$ cat config.mk
export PLATFORM = sky130hd
export DESIGN_NAME = i2s_frame_tx
export DESIGN_NICKNAME = d
export VERILOG_FILES = /design/src/rtl/i2s_frame_tx.sv
export SDC_FILE = /design/constraint.sdc
export NUM_CORES = 1
export LEC_CHECK = 0
export ABC_AREA = 1
export CAP_MARGIN = 20
export CELL_PAD_IN_SITES_DETAIL_PLACEMENT = 0
export CELL_PAD_IN_SITES_GLOBAL_PLACEMENT = 1
export CORE_UTILIZATION = 49
export CTS_BUF_LIST = sky130_fd_sc_hd__clkbuf_2 sky130_fd_sc_hd__clkbuf_4 sky130_fd_sc_hd__clkbuf_8
export DETAILED_ROUTE_END_ITERATION = 8
export HOLD_SLACK_MARGIN = 0.05
export PLACE_DENSITY = 0.84
export SKIP_LAST_GASP = 1
export SYNTH_ARGS = -nofsm -noshare
export SYNTH_HDL_FRONTEND = slang
export SYNTH_SLANG_ARGS = --single-unit
$ cat constraint.sdc
create_clock -name MCLK -period 7.7 [get_ports MCLK]
set_clock_uncertainty 0.1 [all_clocks]
set_input_delay 1.54 -clock MCLK [delete_from_list [all_inputs] [get_ports MCLK]]
set_output_delay 1.54 -clock MCLK [all_outputs]
set_load 0.05 [all_outputs]
$ cat src/rtl/i2s_frame_tx.sv
// ---------------------------------------------------------------------------
// i2s_frame_tx
//
// I2S / left-justified / TDM serial audio transmitter. Derives the bit clock
// and frame clock from MCLK and shifts multi-channel frames out MSB first.
// Frames arrive through a valid/ready handshake into a one-deep pending
// buffer. At each frame boundary the buffer moves into the active (shifting)
// stage. An empty buffer at a boundary sends an all-zero frame instead.
//
// Parameters
//   SAMPLE_W  : bits per sample (1 .. SLOT_W - MODE_I2S)
//   SLOT_W    : BCLK periods per channel slot
//   CHANNELS  : slots per frame (2 = level LRC, >2 = TDM frame-sync pulse)
//   BCLK_HALF : MCLK cycles per BCLK half period (>= 2)
//   MODE_I2S  : 1 = data delayed one BCLK after slot start, 0 = left-justified
//
// Ports
//   MCLK          in   master clock, all state on its rising edge
//   RESET         in   asynchronous active-high reset
//   enable        in   0 freezes divider, bit position and serial outputs
//   sample_in     in   frame, channel c at [(c+1)*SAMPLE_W-1 : c*SAMPLE_W]
//   sample_valid  in   frame offered
//   sample_ready  out  pending buffer empty (accept = valid && ready)
//   AUD_BCLK      out  bit clock
//   AUD_LRC       out  frame clock (2 ch) or frame-sync pulse (TDM)
//   AUD_ADC_DATA  out  serial data, changes on BCLK falling edges
//   frame_start   out  one-cycle pulse when a frame enters the shift stage
//   underrun      out  one-cycle pulse when a boundary finds no pending frame
// ---------------------------------------------------------------------------
module i2s_frame_tx #(
  parameter int SAMPLE_W  = 24,
  parameter int SLOT_W    = 32,
  parameter int CHANNELS  = 2,
  parameter int BCLK_HALF = 16,
  parameter int MODE_I2S  = 1
) (
  input  logic                         MCLK,
  input  logic                         RESET,
  input  logic                         enable,
  input  logic [CHANNELS*SAMPLE_W-1:0] sample_in,
  input  logic                         sample_valid,
  output logic                         sample_ready,
  output logic                         AUD_BCLK,
  output logic                         AUD_LRC,
  output logic                         AUD_ADC_DATA,
  output logic                         frame_start,
  output logic                         underrun
);

  localparam int FRAME_W = CHANNELS * SAMPLE_W;
  localparam int DIV_W   = $clog2(BCLK_HALF);
  localparam int BIT_W   = (SLOT_W > 1) ? $clog2(SLOT_W) : 1;
  localparam int CH_W    = $clog2(CHANNELS);
  localparam int SMP_W   = (SAMPLE_W > 1) ? $clog2(SAMPLE_W) : 1;

  localparam logic [DIV_W-1:0] DIV_LAST = DIV_W'(BCLK_HALF - 1);
  localparam logic [BIT_W-1:0] BIT_LAST = BIT_W'(SLOT_W - 1);
  localparam logic [CH_W-1:0]  CH_LAST  = CH_W'(CHANNELS - 1);
  // Window of slot bit positions that carry sample bits: [K_LO, K_HI).
  // One extra bit of width so K_HI == SLOT_W still fits.
  localparam logic [BIT_W:0]   K_LO     = (BIT_W + 1)'(MODE_I2S);
  localparam logic [BIT_W:0]   K_HI     = (BIT_W + 1)'(MODE_I2S + SAMPLE_W);
  localparam logic [SMP_W-1:0] SMP_MSB  = SMP_W'(SAMPLE_W - 1);

  // -------------------------------------------------------------------------
  // State
  // -------------------------------------------------------------------------
  logic [DIV_W-1:0]   div_cnt_reg;
  logic               bclk_reg;
  // Bit position is held as (slot, bit-in-slot) so no divide is needed.
  logic [BIT_W-1:0]   bit_reg;
  logic [CH_W-1:0]    slot_reg;
  logic               lrc_reg;
  logic               data_reg;
  logic [FRAME_W-1:0] pending_reg;
  logic               pending_full_reg;
  logic [FRAME_W-1:0] active_reg;
  logic               frame_start_reg;
  logic               underrun_reg;

  // -------------------------------------------------------------------------
  // Next-state decode
  // -------------------------------------------------------------------------
  logic               wrap;
  logic               fall;
  logic               boundary;
  logic               accept;
  logic [BIT_W-1:0]   bit_next;
  logic [CH_W-1:0]    slot_next;
  logic [FRAME_W-1:0] active_load;
  logic [FRAME_W-1:0] active_next;
  logic [BIT_W:0]     bit_ext;
  logic [BIT_W:0]     k_off;
  logic [SMP_W-1:0]   smp_idx;
  logic               in_sample;
  logic               data_next;
  logic               lrc_next;

  always_comb begin
    wrap        = enable && (div_cnt_reg == DIV_LAST);
    // Only the wrap that takes BCLK from 1 to 0 moves the serial outputs.
    fall        = wrap && bclk_reg;
    boundary    = fall && (bit_reg == BIT_LAST) && (slot_reg == CH_LAST);
    accept      = sample_valid && !pending_full_reg;

    bit_next    = bit_reg;
    slot_next   = slot_reg;
    if (bit_reg == BIT_LAST) begin
      bit_next  = '0;
      slot_next = (slot_reg == CH_LAST) ? '0 : slot_reg + 1'b1;
    end else begin
      bit_next  = bit_reg + 1'b1;
    end

    // The old pending contents move to active. If the buffer was empty the
    // slot is filled with silence. A same-cycle accept therefore never
    // reaches active directly; it waits in pending for the next boundary.
    active_load = pending_full_reg ? pending_reg : '0;
    // The first bit of a frame (left-justified MSB) comes from the frame
    // being loaded, so the data mux looks at the post-boundary value.
    active_next = boundary ? active_load : active_reg;
  end

  // Split the frame into per-channel samples for the data mux.
  logic [SAMPLE_W-1:0] chan [CHANNELS];

  generate
    for (genvar gi = 0; gi < CHANNELS; gi++) begin : g_chan
      assign chan[gi] = active_next[gi*SAMPLE_W +: SAMPLE_W];
    end
  endgenerate

  always_comb begin
    bit_ext   = {1'b0, bit_next};
    in_sample = (bit_ext >= K_LO) && (bit_ext < K_HI);
    k_off     = bit_ext - K_LO;
    smp_idx   = SMP_MSB - k_off[SMP_W-1:0];
    data_next = 1'b0;
    if (in_sample) begin
      data_next = chan[slot_next][smp_idx];
    end
  end

  generate
    if (CHANNELS == 2) begin : g_lrc_level
      // Channel 0 goes out with LRC low, channel 1 with LRC high.
      assign lrc_next = (slot_next == CH_W'(1));
    end else begin : g_lrc_sync
      // TDM: one-BCLK frame-sync pulse on the first bit of the frame.
      assign lrc_next = (slot_next == '0) && (bit_next == '0);
    end
  endgenerate

  // -------------------------------------------------------------------------
  // Registers
  // -------------------------------------------------------------------------
  always_ff @(posedge MCLK or posedge RESET) begin
    if (RESET) begin
      div_cnt_reg      <= '0;
      bclk_reg         <= 1'b0;
      // Parked on the last position so the first fall event is a boundary.
      bit_reg          <= BIT_LAST;
      slot_reg         <= CH_LAST;
      lrc_reg          <= 1'b0;
      data_reg         <= 1'b0;
      pending_reg      <= '0;
      pending_full_reg <= 1'b0;
      active_reg       <= '0;
      frame_start_reg  <= 1'b0;
      underrun_reg     <= 1'b0;
    end else begin
      frame_start_reg <= boundary;
      underrun_reg    <= boundary && !pending_full_reg;

      if (wrap) begin
        div_cnt_reg <= '0;
        bclk_reg    <= ~bclk_reg;
      end else if (enable) begin
        div_cnt_reg <= div_cnt_reg + 1'b1;
      end

      if (fall) begin
        bit_reg  <= bit_next;
        slot_reg <= slot_next;
        lrc_reg  <= lrc_next;
        data_reg <= data_next;
      end

      if (boundary) begin
        active_reg <= active_load;
      end

      if (accept) begin
        pending_reg      <= sample_in;
        pending_full_reg <= 1'b1;
      end else if (boundary) begin
        pending_full_reg <= 1'b0;
      end
    end
  end

  assign sample_ready = !pending_full_reg;
  assign AUD_BCLK     = bclk_reg;
  assign AUD_LRC      = lrc_reg;
  assign AUD_ADC_DATA = data_reg;
  assign frame_start  = frame_start_reg;
  assign underrun     = underrun_reg;

endmodule

==> flow_metrics.env <==
export IMPL_ys_seq_area_share_pct=51.08
export IMPL_overflow=0
export IMPL_design_die_area_um2=11660
export IMPL_drv_slew=0
export IMPL_grt_pass1_wl_mm=19.51
export IMPL_switchingPower_mw=0.5071
export IMPL_period_minus_slack_ns=4.648
export IMPL_power_density_nw_per_um2=225.9
export IMPL_ctsHoldBuffers=0
export IMPL_rows=38
export IMPL_worst_path_stages=14
export IMPL_postSynthCellCount=606
export IMPL_layout_common_cells="nand2_1, dfrtp_1, nand3_1"
export IMPL_worst_path_most_repeated_cell="nand3_1"
export IMPL_postSynthAreaPerCell_um2=9.078
export IMPL_clockPowerShare_pct=23.7
export IMPL_syn_nets=663
export IMPL_synth_area_top_cells="dfrtp_1, nand2_1, mux2_2"
export IMPL_arrival_ns=4.84
export IMPL_grt_pass1_vias=4137
export IMPL_cp_required_ns=7.89
export IMPL_cts_root_buf="clkbuf_8"
export IMPL_ff2ff_setup_slack_ns=3.88
export IMPL_cpPeakStageDelay_ns=0.81
export IMPL_fin_cells=789
export IMPL_intPower_mw=0.9191
export IMPL_critPathMaxFanout=70
export IMPL_reg2regPathDepth=17
export IMPL_post_route_period_util_pct=60.36
export IMPL_drc=0
export IMPL_drive_gt1_share_pct=14.18
export IMPL_critical_path_top_delay_family="simple AND/OR/NAND/NOR gates"
export IMPL_outcome="completed"
export IMPL_min_from="active_reg[23]$_DFF_PP0_"
export IMPL_synth_top_cell_area_share_pct=48.21
export IMPL_crit_path_end="AUD_ADC_DATA$_DFFE_PP0P_"
export IMPL_wl_mm=11.49
export IMPL_grt_max_degree=76
export IMPL_relSlewSlack_pct=35.79
export IMPL_drtIter0Drc=180
export IMPL_dpl_cell_count=773
export IMPL_die_x_um=108.0
export IMPL_grt_use_total_pct=21.80
export IMPL_fin_nets=702
export IMPL_fmax_mhz=215.2
export IMPL_boundaryPins=58
export IMPL_die_y_um=108.0
export IMPL_synth_simple_area_share_pct=24.49
export IMPL_leakagePower_nw=3.199
export IMPL_seq_power_share_pct=44.4
export IMPL_layout_commonest_cell="nand2_1"
export IMPL_wl_met2_mm=5.548
export IMPL_ctsLongestPathBuffers=2
export IMPL_core_area_um2=10890
export IMPL_viasPerCell=5.284
export IMPL_areaGrowthSynthToFinish_pct=14.76
export IMPL_fillerInstances=1011
export IMPL_initial_core_util_pct=50.53
export IMPL_pwr_share_comb_pct=31.9
export IMPL_cts_buffers=9
export IMPL_io_buffers=57
export IMPL_synth_largest_area_cell="dfrtp_1"
export IMPL_crit_buf_inv=2
export IMPL_synthAdderAreaFrac_pct=1.137
export IMPL_synth_xor_area_share_pct=0.4776
export IMPL_min_path_type="reg -> reg"
export IMPL_crit_chain="clkdlybuf4s50_1 > nand2_2 > nor2_4 > nand3_4 > clkinv_1 > o21ai_0 > o211ai_1 > nand3_1 > nand3_1 > nand3_1 > nand2_1 > nand2_1 > nand3_1 > nand2_1"
export IMPL_htreeDepth=3
export IMPL_timing_rr_start="bit_reg[0]$_DFFE_PP1P_"
export IMPL_synth_compound_area_share_pct=4.981
export IMPL_setup_tns_ns=0
export IMPL_wl_met3_um=302
export IMPL_synthMuxAreaShare_pct=9.825
export IMPL_r2r_end="AUD_ADC_DATA$_DFFE_PP0P_"
export IMPL_peakVddDrop_uv=113.6
export IMPL_path_class="in -> reg"
export IMPL_end_kind="flop"
export IMPL_synth_edf_count=0
export IMPL_slowest_stage="nand3_4"
export IMPL_synth_ff_type="dfrtp_1"
export IMPL_cts_repair_resized=0
export IMPL_setup_viol=0
export IMPL_finalHoldViolations=0
export IMPL_post_cts_buffers=0
export IMPL_fin_util_pct=57.99
export IMPL_final_antenna_net_count=0
export IMPL_cts_tree="done"
export IMPL_drv_cap=0
export IMPL_worstSkewPairLatency_ns=0.39
export IMPL_met1_length_mm=5.391
export IMPL_tightest_slew_ns=0.9632
export IMPL_critPathLaunch="enable"
export IMPL_routedWlPerCell_um=14.57
export IMPL_clock_sinks=112
export IMPL_antenna_found_initial=0
export IMPL_antenna_cells=0
export IMPL_ys_ff_latch=112
export IMPL_dr_pass1_iters=5
export IMPL_rsz0062_at_grt="false"
export IMPL_ys_warnings_count=0
export IMPL_clkSlewWorstSetupHoldPaths_ns=0.10
export IMPL_gp_congestion=0.7538
export IMPL_async_flop_share_pct=100.0
export IMPL_synthDistinctLibCells=31
export IMPL_cp_start_kind="input pin"
export IMPL_highest_layer="met4"
export IMPL_vias=4169
export IMPL_whs_path_depth=2
export IMPL_synth_top_family_by_area="simple AND/OR/NAND/NOR gates"
export IMPL_synth_area_um2=5502
export IMPL_finalPower_mw=1.426
export IMPL_swShare_pct=35.56
export IMPL_place_hpwl_mm=7.525
[power groups by stage]
stage                     sequential (mW)  clock, mW  combinational, mW
after floorplan                     0.664          0              0.292
after CTS                           0.633      0.347              0.453
after detailed placement            0.645          0              0.452
final                               0.633      0.339              0.454
after global routing                0.635      0.373              0.505
after global placement              0.643          0              0.447
[worst min path at each step]
stage / to / slack (ns)
4_1_cts: active_reg[47]$_DFF_PP0_ / 0.38
6_report: active_reg[23]$_DFF_PP0_ / 0.37
2_1_floorplan: active_reg[16]$_DFF_PP0_ / 0.34
3_5_place_dp: active_reg[40]$_DFF_PP0_ / 0.36
3_3_place_gp: active_reg[23]$_DFF_PP0_ / 0.35
5_1_grt: active_reg[9]$_DFF_PP0_ / 0.40
[metrics by stage]
stage	hold WS [ns]	setup slack [ns]	area, um^2
2_1_floorplan	0.3367	3.111	5502
3_3_place_gp	0.3500	2.729	6105
3_5_place_dp	0.3561	2.642	6105
4_1_cts	0.3798	3.058	6286
5_1_grt	0.3965	2.621	6314
6_report	0.3742	3.052	6314
[cell usage after synthesis (all sizes together) (8+ instances only)]
cell type and instances:
and2 20, buf 25, clkbuf 10, dfrtp 106, inv 67, mux2 48, nand2 158, nand3 69
nand4 31, nor2 15, o211ai 8, o21a 8, o21ai 18
[final cells by class]
class	count	area, um^2	area share, %
tap	140	175.2	2.774
multi-input combinational	391	2253	35.69
timing repair buffer	63	635.6	10.07
inverter	68	257.7	4.082
sequential	112	2810	44.51
clock buffer	15	181.4	2.874
[per-layer routing]
metal / vias up / GRT usage [%]
met5: - / 0
met4: 0 / 9.687
met3: 18 / 3.195
met2: 65 / 34.80
met1: 2031 / 29.56
li1: 2055 / -
[worst register-to-register path, delay by kind of cell (launching register included)]
family,cells,cell delay (ns)
buffers and inverters,2,0.87
AOI/OAI and AO/OA,2,0.31
DFF,1,0.58
adders and majority gates,2,0.41
and+or+nand+nor,11,1.46
[kinds of logic (layout without fill, tap and decap cells)]
| logic type | Yosys count | count (layout) |
|---|---|---|
| flip-flops | 112 | 112 |
| buffers and inverters | 103 | 146 |
| AND/OR/NAND/NOR | 294 | 294 |
| multiplexers | 48 | 48 |
| AO/OA/AOI/OAI | 41 | 41 |
| XOR/XNOR | 3 | 3 |
| adder cells (fa/ha/maj) | 5 | 5 |
No activity file was read; power rests on OpenSTA's default activity.
==> patch (same settings) <==
Put one more register stage on the output `underrun`, with the module's reset. The value now appears one clock later. The other outputs are not delayed to match. Comments in the files are not updated.
--- a/src/rtl/i2s_frame_tx.sv
+++ b/src/rtl/i2s_frame_tx.sv
@@ -204,7 +204,13 @@
   assign AUD_LRC      = lrc_reg;
   assign AUD_ADC_DATA = data_reg;
   assign frame_start  = frame_start_reg;
-  assign underrun     = underrun_reg;
+  always_ff @(posedge MCLK or posedge RESET) begin
+    if (RESET) begin
+      underrun <= '0;
+    end else begin
+      underrun <= underrun_reg;
+    end
+  end
 
 endmodule
 
Formal check against the unedited RTL: no difference found for any inputs over 10 cycles, from zero or initial values and one cycle with RESET high; that may be too few to reach the edited logic, so the function may still have changed.
==> patch against the unedited design <==
  * Critical path type unchanged
  * Sequential cell count is 1 higher
  * Total power is 6.0% higher
  * Final area increased by 3.9%
  * Highest routed layer unchanged
  * Critical path depth stayed put
  * Count of clock-buffer cells in the layout increased by 6
  * Synthesized area fell by 0.20%
  * Setup slack gained 39 ps
  * Register-to-register slack worse by 260 ps
  * Combinational power down 39%
  * Final cell count increased by 1.6%
  * Wire length is 3.1% higher
==> patch: results (changes against the unedited design) <==
{
  "run_status": {"value": "finished, final reports clean", "change": "unchanged"},
  "clock_power": {"value": 0.586, "unit": "mW", "change": "was 0.339 mW"},
  "synthTopCellsByArea": {"value": "dfrtp_1 (49%), nand2_1 (10%), mux2_2 (10%)", "change": "was dfrtp_1 (48%), nand2_1 (11%), mux2_2 (9.8%)"},
  "flops_and_latches": {"value": 113, "change": "was 112"},
  "hp-start": {"value": "underrun_reg$_DFF_PP0_", "change": "was active_reg[23]$_DFF_PP0_"},
  "worst-path-max-fanout": {"value": 72, "change": "was 70"},
  "post-dp-hpwl": {"value": 7710, "unit": "um", "change": "was 7530 um"},
  "grt_pass1_vias": {"value": 4265, "change": "was 4137"},
  "worstHoldPathCells": {"value": 0, "change": "was 2"},
  "yosys.area_share.xor_xnor": {"value": 0.479, "unit": "%", "change": "was 0.478%"},
  "first_iter_violations": {"value": 132, "change": "was 180"},
  "m1WireLength": {"value": 5550, "unit": "um", "change": "was 5390 um"},
  "final.signal_buffer_count": {"value": 62, "change": "was 63"},
  "clkTransAtPathRegs": {"value": 70, "unit": "ps", "change": "was 100 ps"},
  "met3_length": {"value": 331, "unit": "um", "change": "was 302 um"},
  "routed-via-count": {"value": 4193, "change": "was 4169"},
  "clock_area_share": {"value": 6.35, "unit": "%", "change": "was 2.87%"},
  "netlist-cell-type-count": {"value": 29, "change": "was 31"},
  "signal_arrival_time_at_the_worst_endpoint": {"value": 4810, "unit": "ps", "change": "was 4840 ps"},
  "yosys.area_share.adder": {"value": 1.14, "unit": "%", "change": "about the same"},
  "grt_use_total": {"value": 22.5, "unit": "%", "change": "was 21.8%"},
  "clock_buffer_instance_count_of_the_final_layout": {"value": 21, "change": "was 15"},
  "wl": {"value": 11900, "unit": "um", "change": "was 11500 um"},
  "h_tree_levels": {"value": 4, "change": "was 3"},
  "final_net_count": {"value": 707, "change": "was 702"},
  "preCtsSetupSlack": {"value": 2730, "unit": "ps", "change": "was 2640 ps"},
  "final.fill_count": {"value": 970, "change": "was 1011"},
  "grt_pass1_wl": {"value": 20000, "unit": "um", "change": "was 19500 um"}
}
-- patch: cell count changes after synthesis, sizes merged, moves of 8 or more --
cell,delta
nand2,-9
and2,+8
nand4,-9
buf,-9
nand3,+11
-- patch: how the worst max path moves through the flow --
stage	startpoint	to	slack, ps	cells past startpoint
2_1_floorplan	RESET	AUD_ADC_DATA$_DFFE_PP0P_	3080	1
4_1_cts	enable	AUD_ADC_DATA$_DFFE_PP0P_	3140	14
5_1_grt	enable	AUD_ADC_DATA$_DFFE_PP0P_	2790	14
3_3_place_gp	enable	AUD_ADC_DATA$_DFFE_PP0P_	2800	14
6_report	enable	AUD_ADC_DATA$_DFFE_PP0P_	3090	14
3_5_place_dp	enable	AUD_ADC_DATA$_DFFE_PP0P_	2730	14
-- patch: routing by layer --
layer  up-vias  GRT usage, %
met2        81          37.1
met3        24          4.48
met4         0          7.53
li1       2055             -
met1      2033          29.6
met5         -             0
